**config.mk**
```make
export PLATFORM = sky130hd
export DESIGN_NAME = onehot_sel_decoder
export DESIGN_NICKNAME = d
export VERILOG_FILES = /design/src/rtl/onehot_sel_decoder.sv
export SDC_FILE = /design/constraint.sdc
export NUM_CORES = 1
export LEC_CHECK = 0
export BUFFER_PORTS_ARGS = -buffer_cell sky130_fd_sc_hd__buf_2
export CORE_AREA = 2 2 48 50
export CTS_CLUSTER_DIAMETER = 80
export CTS_CLUSTER_SIZE = 25
export DETAILED_ROUTE_END_ITERATION = 7
export DIE_AREA = 0 0 50 52
export SLEW_MARGIN = 20
export SYNTH_ARGS = -nofsm -noshare
export SYNTH_HDL_FRONTEND = slang
export SYNTH_SLANG_ARGS = --single-unit
```
**constraint.sdc**
```tcl
create_clock -name clk -period 1.8 [get_ports clk]
set_clock_uncertainty 0.1 [all_clocks]
set_input_delay 0.36 -clock clk [delete_from_list [all_inputs] [get_ports clk]]
set_output_delay 0.36 -clock clk [all_outputs]
set_load 0.005 [all_outputs]
```
**src/rtl/onehot_sel_decoder.sv**
```systemverilog
// Registered binary-to-one-hot product-select decoder with ack/timeout hold.
// Define DECODE_DEBOUNCE_EN to require STABLE_CYC stable samples before a code is accepted.
module onehot_sel_decoder #(
    parameter int IN_W       = 4,
    parameter int OUT_N      = 9,
    parameter int HOLD_CYC   = 16,
    parameter int STABLE_CYC = 3
) (
    input  logic             clk,
    input  logic             rst,
    input  logic [IN_W-1:0]  code,
    input  logic             code_valid,
    input  logic             ack,
    output logic [OUT_N-1:0] y,
    output logic             y_valid,
    output logic             busy,
    output logic             err,
    output logic             timeout
);

    localparam int CNT_W = (HOLD_CYC > 0) ? $clog2(HOLD_CYC + 1) : 1;
    localparam logic [CNT_W-1:0] HOLD_LAST = CNT_W'((HOLD_CYC > 0) ? HOLD_CYC - 1 : 0);
    localparam logic [IN_W:0]    CODE_LIM  = (IN_W + 1)'(OUT_N);

    if (OUT_N < 2 || OUT_N > 2 ** IN_W || STABLE_CYC < 1 || HOLD_CYC < 0) begin : g_bad_param
        $error("onehot_sel_decoder: illegal parameter combination");
    end

    typedef enum logic {IDLE, ACTIVE} state_t;

    state_t           state_q, state_d;
    logic [OUT_N-1:0] y_q, y_d;
    logic             err_q, err_d;
    logic             timeout_q, timeout_d;
    logic [CNT_W-1:0] cnt_q, cnt_d;
    logic             accept_req;
    logic             in_range;

`ifdef DECODE_DEBOUNCE_EN
    localparam int STAB_W = $clog2(STABLE_CYC + 1);

    logic [STAB_W-1:0] stab_q, stab_d, stab_next;
    logic [IN_W-1:0]   last_q, last_d;

    // The qualifying edge consumes the count, so a repeated code must re-qualify.
    always_comb begin
        stab_d     = '0;
        stab_next  = '0;
        last_d     = last_q;
        accept_req = 1'b0;
        if (state_q == IDLE && code_valid) begin
            if (stab_q != '0 && code == last_q) begin
                stab_next = stab_q + 1'b1;
            end else begin
                stab_next = STAB_W'(1);
            end
            last_d = code;
            if (stab_next >= STAB_W'(STABLE_CYC)) begin
                accept_req = 1'b1;
            end else begin
                stab_d = stab_next;
            end
        end
    end

    always_ff @(posedge clk) begin
        if (rst) begin
            stab_q <= '0;
            last_q <= '0;
        end else begin
            stab_q <= stab_d;
            last_q <= last_d;
        end
    end
`else
    assign accept_req = code_valid;
`endif

    assign in_range = {1'b0, code} < CODE_LIM;

    always_comb begin
        state_d   = state_q;
        y_d       = y_q;
        cnt_d     = cnt_q;
        err_d     = 1'b0;
        timeout_d = 1'b0;
        case (state_q)
            IDLE: begin
                if (accept_req) begin
                    if (in_range) begin
                        y_d     = OUT_N'(1) << code;
                        cnt_d   = '0;
                        state_d = ACTIVE;
                    end else begin
                        err_d = 1'b1;
                    end
                end
            end
            ACTIVE: begin
                if (ack) begin
                    state_d = IDLE;
                    y_d     = '0;
                    cnt_d   = '0;
                end else if (HOLD_CYC != 0) begin
                    if (cnt_q == HOLD_LAST) begin
                        state_d   = IDLE;
                        y_d       = '0;
                        cnt_d     = '0;
                        timeout_d = 1'b1;
                    end else begin
                        cnt_d = cnt_q + 1'b1;
                    end
                end
            end
            default: begin
                state_d = IDLE;
                y_d     = '0;
                cnt_d   = '0;
            end
        endcase
    end

    always_ff @(posedge clk) begin
        if (rst) begin
            state_q   <= IDLE;
            y_q       <= '0;
            cnt_q     <= '0;
            err_q     <= 1'b0;
            timeout_q <= 1'b0;
        end else begin
            state_q   <= state_d;
            y_q       <= y_d;
            cnt_q     <= cnt_d;
            err_q     <= err_d;
            timeout_q <= timeout_d;
        end
    end

    assign y       = y_q;
    assign y_valid = (state_q == ACTIVE);
    assign busy    = (state_q == ACTIVE);
    assign err     = err_q;
    assign timeout = timeout_q;

endmodule

```
After elaboration in Yosys (flattened, before gate mapping)
Cells that the tools add are included.
Widths: inputs -> output; s select.
{"block": "totals", "out_inout_bits": 13, "word_cells": 35, "inputBits": 8, "regBits": 17, "ramBits": 0, "latchBits": 0, "mem_bits_ro": 0, "mem_count": 0}
{"block": "op_classes", "reduce_logical": 4, "bitwise_logic": 2, "n_div": 0, "shifts": 1, "add_sub_neg": 1, "n_mul": 0, "n_mux": 17, "eq_ne": 4, "order_cmp": 1}
{"operator": "$mux 9", "count": 4}
{"operator": "$mux 5", "count": 4}
{"operator": "$pmux 9 s2", "count": 1}
{"operator": "$pmux 5 s2", "count": 1}
{"operator": "$shl 1x4->9 const A", "count": 1}
{"operator": "$mux 1", "count": 6}
{"operator": "$reduce_or 3->1", "count": 2}
{"operator": "$add 5x1->5 const B", "count": 1}
{"operator": "$eq 5x4->1 const B", "count": 1}
{"operator": "$lt 4x4->1 const B", "count": 1}
{"operator": "$ne 2x2->1 const B", "count": 2}
{"operator": "$ne 3x2->1 const B", "count": 1}
{"operator": "$reduce_and 3->1", "count": 1}
{"operator": "$not 1->1", "count": 2}
{"operator": "$pmux 1 s2", "count": 1}
{"operator": "$reduce_and 2->1", "count": 1}

Depth between registers and ports, before layout
Gate-level depths: netlist of the first run.
{"block": "logic_depth", "depth_word": 4, "ltp_mapped": 5, "mapped_depth_nobuf": 4}

Least setup slack after synthesis of the first run
No wires, ideal clock.
{"block": "synth_path", "kind": "input to register", "startpoint": "input code[2]", "endpoint": "register y_q[0] (netlist: y[0])", "required_ns": 1.581, "path_buffers": 1, "path_stages": 4, "setup_slack_ns": 0.175, "setup_time_ns": 0.119, "arrival_time_ns": 1.406, "path_cell_list": "or4b_4 -> a32o_1 -> buf_6 -> mux2i_1"}
{"block": "synth_via", "elab_chain_len": 4, "elab_cells_between_ends": 7, "cone_classes": "order compare (1); eq/ne (1); shift (1); mux (3); reduce/logical (1)"}
{"element": "start: declaration", "line": "11", "text": "input logic [IN_W-1:0] code,"}
{"element": "branches (longest 4 deep; another with $lt 4x4->1)"}
{"element": "end signal: assignment", "line": "132", "text": "y_q <= y_d;"}
{"element": "end: declaration", "line": "32", "text": "logic [OUT_N-1:0] y_q, y_d;"}
Several ways; the timed one is not identified. The select of a mux whose other input is x is not followed.
A chain may end at the register's enable or synchronous reset.

Final worst setup path of the first run
{"block": "layout_path", "startpoint": "register cnt_q[0]", "endpoint": "register y_q[7] (netlist: y[7])"}
{"block": "layout_via", "elab_chain_len": 3}
{"element": "start: declaration", "line": "35", "text": "logic [CNT_W-1:0] cnt_q, cnt_d;"}
{"element": "start signal: assignment", "line": "133", "text": "cnt_q <= cnt_d;"}
{"element": "$eq 5x4->1", "line": "105", "text": "if (cnt_q == HOLD_LAST) begin"}
{"element": "$ne 3x2->1 (no line)"}
{"element": "$reduce_and 3->1 (no line)"}
Every way passes these cells.

==> reports/results.txt, run 1 <==
status: finished, final reports clean
sequential area share after synthesis: 42.8%
Final Non-Filler Cells: 142
Post-Route WL: 1610 um
DRT Pass-1 Iters: 4
drt drc: 0
Req. time, crit path: 1880 ps
sequential cell area: 340 um2
Max FO, Critical Path: 4
Avg WL per Cell: 11.3 um
first-pass GRT wire length: 2750 um
Psw: 0.168 mW
post-layout min period: 1550 ps
Pleak: 0.452 nW
Worst Tran Pin Value: 446 ps
I/O pin count: 21
sequential share of power: 56.5%
layout cells sized above 1: 30.7%
Mapped Cells: 83
Hold Worst Slack: 263 ps
switching share of power: 24.4%
CTS Hold Bufs: 0
# diodes: 0
RSZ-0062 raised after global routing: false
#FFs+latches synth: 17
syn avg cell area: 9.57 um2
Final HPWL DP: 1250 um
fin area: 0.00101 mm2
gpl congestion: 0.804
commonest non-fill, non-tap cell in the layout: buf_2
Final Net Count: 124
largest family of logic cells by synthesized area: simple AND/OR/NAND/NOR gates
drt initial violations: 13
Ys Warns: 0
gr ovfl total: 0
XOR/XNOR Fraction of Synth Area: 0%
CP top delay family: flip-flops
f_max: 646 MHz
Total GRT Usage: 14.2%
Cell Area, Placed: 982 um2
Clock Path Buffers: 2
height of the chip: 52 um
CP Launch Type: flip-flop
Starting Density: 37.7%
clock sinks: 17
CTS Root Cell: clkbuf_4
maxcap violations: 0
Setup TNS: 0 ps
Synth Area in Simple Gates: 30.1%
slowest cell delay on critical path: 400 ps
initial antenna violation count: 0
Final Hold Fails: 0
Crit Path Class: flip-flop to flip-flop
Power Density: 682 mW/mm2
Setup crit end kind: flip-flop
Post-Synth Adder-Cell Area: 1.57%
multi-input combinational cell area: 424 um2
IO buf count: 20
Buffers & Inverters on Critical Path: 1
CP Cell Sequence: ha_1, nand4b_1, a32o_1, buf_4, mux2i_1
fillers: 217
largest net degree at the start of global routing: 15
complex-gate fraction of the synthesized area: 7.87%
vias in the first global route: 660
Num CTS Buffers: 3
Critical-path top delay cell: dfxtp_1
CTS tree: built
arrival time at the worst endpoint: 1630 ps
final core utilization: 47.9%
worst-skew pair later-pin latency: 280 ps
Gate power share: 14.3%
post_cts resized: 0
Final Cycle Share: 86.0%
postcts setup bufs: 0
Core Footprint: 0.00211 mm2
Clk pwr share: 29.2%
Mapped Nets: 92
multiplexer area fraction after synthesis: 13.9%
Int Power: 0.520 mW
Max Slew Vio Count: 0
# H-tree levels: 1
Worst Hold Class: primary input to flip-flop
Final ANT Viol Nets: 0
Clk pin slew, worst setup/hold paths: 100 ps
final setup violation count: 0
Unique masters post-synth: 28
synthesis-to-layout area growth: 26.9%
DR vias: 694
most frequent cells in the layout: 20 x buf_2, 17 x dfxtp_1, 11 x mux2i_1, 10 x nand2b_1, 10 x buf_4
vias per cell: 4.89
Inst Count DP: 138
VDD IR-drop max: 0.259 mV
synthesized area: 795 um2
Die X: 50 um
Slew Limit Headroom: 70.0%
Cell Rows: 17
Die Area: 0.00260 mm2
## registers in the layout, indices dropped and copies added (netlist names)
signal,flops
busy,1
cnt_q,5
err,1
timeout,1
y,9
## tightest hold or removal path, stage by stage
cell and delay (ps):
buf_2 130, nand3_1 60, mux2i_1 50
## final cells by class
| cell class | instances | share of cell area (%) |
|---|---|---|
| inverter | 2 | 0.744 |
| sequential | 17 | 33.7 |
| tap | 28 | 3.47 |
| clock buffer | 4 | 2.61 |
| multi-input combinational | 61 | 42.1 |
| timing repair buffer | 30 | 17.4 |
## power by group through the flow
stage                     logic (mW)  registers, mW  clock network, mW
after CTS                     0.0986          0.389              0.214
after detailed placement      0.0983          0.398                  0
after floorplan               0.0584          0.397                  0
after global placement        0.0980          0.397                  0
after global routing           0.108          0.390              0.233
final                         0.0981          0.389              0.201
## layer usage
metal | track usage (%) | up-vias | share of wire (%)
met1 | 16.9 | 323 | 44
met3 | 2.59 | 2 | 3.2
met5 | 0 | - | 0
met4 | 7.87 | 0 | 0.87
li1 | - | 357 | -
met2 | 23.9 | 12 | 52
## through the flow
stage          power, mW  setup slack [ps]
2_1_floorplan      0.455               175
3_3_place_gp       0.495              42.4
3_5_place_dp       0.496              23.4
4_1_cts            0.702               256
5_1_grt            0.732               139
6_report           0.688               251
## synth_stat cells (all sizes together)
master	number	area, um2
dfxtp	17	340
mux2i	11	110
nand2b	10	62.6
nand2	8	30.0
nand3	6	30.0
nor2	3	11.3
nor2b	3	18.8
a31oi	2	12.5
a32o	2	20.0
and3	2	12.5
buf	2	18.8
inv	2	7.51
a32oi	1	8.76
a41oi	1	8.76
and2b	1	7.51
clkbuf	1	3.75
ha	1	12.5
nand3b	1	7.51
nand4b	1	8.76
nor3	1	5.00
nor3b	1	7.51
nor4	1	6.26
nor4b	1	8.76
o21a	1	7.51
o21ai	1	5.00
or3b	1	8.76
or4b	1	13.8
## path summary, 6_finish.rpt
check / startpoint / endpoint / slack [ps] / cells after the start
min: code[3] / y[8]$_SDFFE_PP0P_ / 260 / 3
max reg2reg: cnt_q[0]$_SDFFE_PP0P_ / y[7]$_SDFFE_PP0P_ / 250 / 5
min reg2reg: cnt_q[4]$_SDFFE_PP0P_ / cnt_q[4]$_SDFFE_PP0P_ / 350 / 1
max: cnt_q[0]$_SDFFE_PP0P_ / y[7]$_SDFFE_PP0P_ / 250 / 5
## cell families after synthesis
| group | after synthesis |
|---|---|
| AND/OR/NAND/NOR | 41 |
| flip-flops | 17 |
| multiplexers | 11 |
| AO/OA/AOI/OAI | 8 |
| buffers and inverters | 5 |
| adder cells (fa/ha/maj) | 1 |
No activity file was read; power rests on OpenSTA's default activity.
==> run 2: changes to the inputs <==
- GPL_ROUTABILITY_DRIVEN: unset -> 0
- REMOVE_ABC_BUFFERS: unset -> 1
- clock period: 1.8 -> 1.9 ns (I/O delays scaled with it)
==> reports/results.txt, run 2 (same netlist as run 1, synthesis figures left out) <==
status: finished, final reports clean
first-pass GRT wire length: 2630 um (-4.3%)
Setup crit end kind: flip-flop
Power Density: 653 mW/mm2 (-4.3%)
Max Slew Vio Count: 0 (unchanged)
max reg flops: 9 (unchanged)
met1 Use GR: 17.1% (+0.15 points)
clock sinks: 17 (unchanged)
DR vias: 674 (-2.9%)
Crit Path Class: flip-flop to flip-flop
Clk pwr share: 29.7% (+0.5 points)
Int Power: 0.483 mW (-7.1%)
setup slack at placement: 3.32 ps (-20.1 ps)
Pleak: 0.441 nW (-2.5%)
post-layout min period: 1670 ps (+126 ps)
met2 GRT Util: 21.9% (-2.0 points)
sequential share of power: 57.1% (+0.6 points)
Psw: 0.161 mW (-3.6%)
f_max: 597 MHz (-7.5%)
worst-skew pair later-pin latency: 290 ps (about the same)
grt met3 use: 2.59% (unchanged)
Post-Route WL: 1560 um (-3.2%)
Avg WL per Cell: 11.2 um (-1.1%)
largest net degree at the start of global routing: 15 (unchanged)
# H-tree levels: 1 (unchanged)
maxcap violations: 0 (unchanged)
Starting Density: 37.7% (unchanged)
vias per cell: 4.85 (-0.79%)
Req. time, crit path: 2020 ps (+140 ps)
Total GRT Usage: 13.2% (-0.99 points)
height of the chip: 52 um (unchanged)
Final Hold Fails: 0 (unchanged)
Setup TNS: 0 ps (unchanged)
gr ovfl total: 0 (unchanged)
CTS Hold Bufs: 0 (unchanged)
IO buf count: 20 (unchanged)
arrival time at the worst endpoint: 1790 ps (+160 ps)
RSZ-0062 raised after global routing: false
# diodes: 0 (unchanged)
Core Footprint: 0.00211 mm2 (unchanged)
Num CTS Buffers: 3 (unchanged)
most frequent cells in the layout: 20 x buf_2, 17 x dfxtp_1, 11 x mux2i_1, 10 x nand2b_1, 8 x nand2_1
I/O pin count: 21 (unchanged)
Final ANT Viol Nets: 0 (unchanged)
layout cells sized above 1: 29.7% (-0.97 points)
Die Area: 0.00260 mm2 (unchanged)
CP Launch Type: flip-flop
synthesis-to-layout area growth: 24.3%
Cell Rows: 17 (unchanged)
fillers: 212 (-2.3%)
Final Cycle Share: 88.1% (+2.1 points)
initial antenna violation count: 0 (unchanged)
Worst Hold Class: primary input to flip-flop
CTS tree: built
post_cts resized: 0 (unchanged)
drt drc: 0 (unchanged)
Final HPWL DP: 1200 um (-3.7%)
drt initial violations: 10 (-3)
commonest non-fill, non-tap cell in the layout: buf_2
VDD IR-drop max: 0.423 mV (+63%)
setup ws final: 225 ps (-26.0 ps)
Slew Limit Headroom: 63.1% (-6.9 points)
most used routing layer: met2
Gate power share: 13.2% (-1.1 points)
Die X: 50 um (unchanged)
Worst Tran Pin Value: 553 ps (+107 ps)
vias in the first global route: 624 (-5.5%)
final setup violation count: 0 (unchanged)
Max FO, Critical Path: 9 (+5)
CTS Root Cell: clkbuf_4
Final Net Count: 121 (-2.4%)
Clock Path Buffers: 2 (unchanged)
postcts setup bufs: 0 (unchanged)
Clk pin slew, worst setup/hold paths: 110 ps (about the same)
DRT Pass-1 Iters: 4 (unchanged)
switching share of power: 25.0% (+0.69 points)
-- run 2: worst paths after layout --
path                                             from                    end  slack, ps  depth (start not counted)
worst min register to register  cnt_q[4]$_SDFFE_PP0P_  cnt_q[4]$_SDFFE_PP0P_        340                          1
worst max-delay path            cnt_q[0]$_SDFFE_PP0P_      y[0]$_SDFFE_PP0P_        230                          4
worst min-delay path                       code_valid        busy$_SDFF_PP0_        260                          3
worst max register to register  cnt_q[0]$_SDFFE_PP0P_      y[0]$_SDFFE_PP0P_        230                          4
-- run 2: worst max-delay path, cell delays in order (launching register included) --
cell	delay (ps)
dfxtp_1	360
ha_1	250
nand4b_1	140
a32o_1	500
mux2i_1	250
-- run 2: power by group through the flow --
stage	Combinational [mW]	Clock, mW	Sequential (mW)
2_1_floorplan	0.0467	0	0.376
3_3_place_gp	0.0849	0	0.376
3_5_place_dp	0.0858	0	0.376
4_1_cts	0.0860	0.200	0.368
5_1_grt	0.0934	0.210	0.369
6_report	0.0853	0.191	0.368
-- run 2: cell type report --
class                      instances  area, um2  share of cell area, %
inverter                           2       7.51                  0.760
tap                               28       35.0                   3.55
multi-input combinational         61        424                   43.0
timing repair buffer              27        153                   15.5
clock inverter                     1       5.00                  0.507
sequential                        17        340                   34.5
clock buffer                       3       22.5                   2.28
-- run 2: per-stage QoR --
step	utilization (%)	total power [mW]	hold WS [ps]	area [um2]	cells
floorplan	-	0.423	319	772	80
global placement	45.6	0.461	329	960	135
detailed placement	45.6	0.462	331	960	135
CTS	46.9	0.654	257	987	139
global route	46.9	0.673	264	987	139
finish	46.9	0.644	264	987	139
-- run 2: layer usage --
metal	vias up	wire length (um)	share of wire [%]
met4	0	0	0
met5	-	0	0
met3	0	63	4.0
li1	350	-	-
met1	310	794	51
met2	14	698	45
==> run 3: changes to the inputs <==
- RECOVER_POWER: unset -> 100
==> reports/results.txt, run 3 (same netlist as run 1, synthesis figures left out) <==
most frequent cells in the layout: 17 x dfxtp_1, 15 x buf_2, 11 x mux2i_1, 10 x nand2b_1, 8 x nand2_1
vias per cell: 4.87 (+0.45%)
max reg flops: 9 (unchanged)
sequential cell area: 340 um2 (unchanged)
VDD IR-drop max: 0.423 mV (-0.12%)
Hold Path Depth: 3 (unchanged)
Final Cycle Share: 88.2% (about the same)
Req. time, crit path: 2020 ps (about the same)
clock sinks: 17 (unchanged)
Setup crit end kind: flip-flop
Clk pwr share: 29.8% (about the same)
Max FO, Critical Path: 9 (unchanged)
status: finished, final reports clean
Clk pin slew, worst setup/hold paths: 110 ps (about the same)
Crit Path Class: flip-flop to flip-flop
post-layout min period: 1680 ps (+0.916 ps)
Num CTS Buffers: 3 (unchanged)
Critical R2R Launch: cnt_q[0]$_SDFFE_PP0P_
# H-tree levels: 1 (unchanged)
Avg WL per Cell: 11.3 um (+0.96%)
CP Capture Point: y[0]$_SDFFE_PP0P_
Final HPWL DP: 1200 um (unchanged)
Starting Density: 37.7% (unchanged)
Final Power: 0.643 mW (-0.24%)
Final Hold Fails: 0 (unchanged)
arrival time at the worst endpoint: 1800 ps (about the same)
drt initial violations: 9 (-1)
Pleak: 0.410 nW (-7.1%)
commonest non-fill, non-tap cell in the layout: dfxtp_1
I/O pin count: 21 (unchanged)
Final ANT Viol Nets: 0 (unchanged)
RSZ-0062 raised after global routing: false
CTS Root Cell: clkbuf_4
worst-skew pair later-pin latency: 290 ps (about the same)
Die Area: 0.00260 mm2 (unchanged)
CTS Hold Bufs: 0 (unchanged)
end of the worst register-to-register path: y[0]$_SDFFE_PP0P_
Worst Hold Class: primary input to flip-flop
switching share of power: 25.2% (+0.11 points)
Final Net Count: 121 (unchanged)
initial antenna violation count: 0 (unchanged)
fillers: 216 (+1.9%)
Power Density: 663 mW/mm2 (+1.6%)
Crit. Startpoint: cnt_q[0]$_SDFFE_PP0P_
largest net degree at the start of global routing: 15 (unchanged)
R2R cell count: 4 (unchanged)
DR vias: 677 (+0.45%)
Max Slew Vio Count: 0 (unchanged)
Total GRT Usage: 13.2% (unchanged)
multi-input combinational cell area: 424 um2 (unchanged)
first-pass GRT wire length: 2630 um (unchanged)
gr ovfl total: 0 (unchanged)
Worst Tran Pin Value: 556 ps (+3.35 ps)
Worst R2R Setup Slack: 220 ps (about the same)
synthesis-to-layout area growth: 22.0%
postcts setup bufs: 0 (unchanged)
vias in the first global route: 624 (unchanged)
DRT Pass-1 Iters: 4 (unchanged)
final setup violation count: 0 (unchanged)
Int Power: 0.481 mW (-0.39%)
Die X: 50 um (unchanged)
IO buf count: 20 (unchanged)
f_max: 597 MHz (about the same)
final core utilization: 46.0% (-0.83 points)
sequential share of power: 57.2% (about the same)
post_cts resized: 0 (unchanged)
drt drc: 0 (unchanged)
Inst Count DP: 135 (unchanged)
CTS tree: built
# diodes: 0 (unchanged)
Psw: 0.162 mW (+0.21%)
CP Cell Sequence: ha_1, nand4b_1, a32o_1, mux2i_1
Cell Rows: 17 (unchanged)
layout cells sized above 1: 22.5% (-7.2 points)
Setup TNS: 0 ps (unchanged)
maxcap violations: 0 (unchanged)
Slew Limit Headroom: 62.9% (-0.22 points)
height of the chip: 52 um (unchanged)
Gate power share: 13.0% (-0.2 points)
Core Footprint: 0.00211 mm2 (unchanged)
Critical-path top delay cell: a32o_1
Post-Route WL: 1570 um (+0.96%)
Clock Path Buffers: 2 (unchanged)
slowest cell delay on critical path: 500 ps (about the same)
Final Non-Filler Cells: 139 (unchanged)
CP Launch Type: flip-flop
[run 3: cell types whose count changed in the layout (fill, tap and decap cells not counted)]
cell and delta:
clkbuf_1 +7, buf_2 -5, buf_4 -3, buf_1 +1
[run 3: final cells by class]
type	count	share of cell area (%)
Sequential cell	17	35.1
Clock inverter	1	0.516
Tap cell	28	3.61
Inverter	2	0.774
Clock buffer	3	2.32
Timing Repair Buffer	27	13.9
Multi-Input combinational cell	61	43.7
[run 3: power groups by stage]
stage          clock (mW)  sequential [mW]  combinational (mW)
2_1_floorplan           0            0.376              0.0467
3_3_place_gp            0            0.376              0.0849
3_5_place_dp            0            0.376              0.0858
4_1_cts             0.200            0.368              0.0860
5_1_grt             0.210            0.369              0.0914
6_report            0.192            0.368              0.0834
[run 3: worst min-delay path by stage]
stage	endpoint	start	slack, ps
after global routing	err$_SDFF_PP0_	code_valid	260
final	busy$_SDFF_PP0_	code_valid	260
after detailed placement	cnt_q[4]$_SDFFE_PP0P_	cnt_q[4]$_SDFFE_PP0P_	330
after floorplan	cnt_q[4]$_SDFFE_PP0P_	cnt_q[4]$_SDFFE_PP0P_	320
after CTS	busy$_SDFF_PP0_	code_valid	260
after global placement	cnt_q[4]$_SDFFE_PP0P_	cnt_q[4]$_SDFFE_PP0P_	330
[run 3: worst max-delay path: cells and delay by family (launching register included)]
family,cells,cell delay [ps]
adder cells (fa/ha/maj),1,250
AO/OA/AOI/OAI,1,500
multiplexers,1,250
AND/OR/NAND/NOR,1,140
flip-flops,1,360
[run 3: per-layer routing]
metal	global-route usage (%)	part of all wire, %	vias up
met5	0	0	-
li1	-	-	352
met1	17.1	50	305
met4	4.17	0	0
met3	2.59	5.8	0
met2	21.9	44	20
[run 3: through the flow]
| step | setup WS, ps | hold slack (ps) | cell area, um2 |
|---|---|---|---|
| finish | 224 | 264 | 970 |
| global route | 116 | 264 | 970 |
| CTS | 200 | 257 | 987 |
| detailed placement | 3.32 | 331 | 960 |
| global placement | 10.8 | 329 | 960 |
| floorplan | 190 | 319 | 772 |
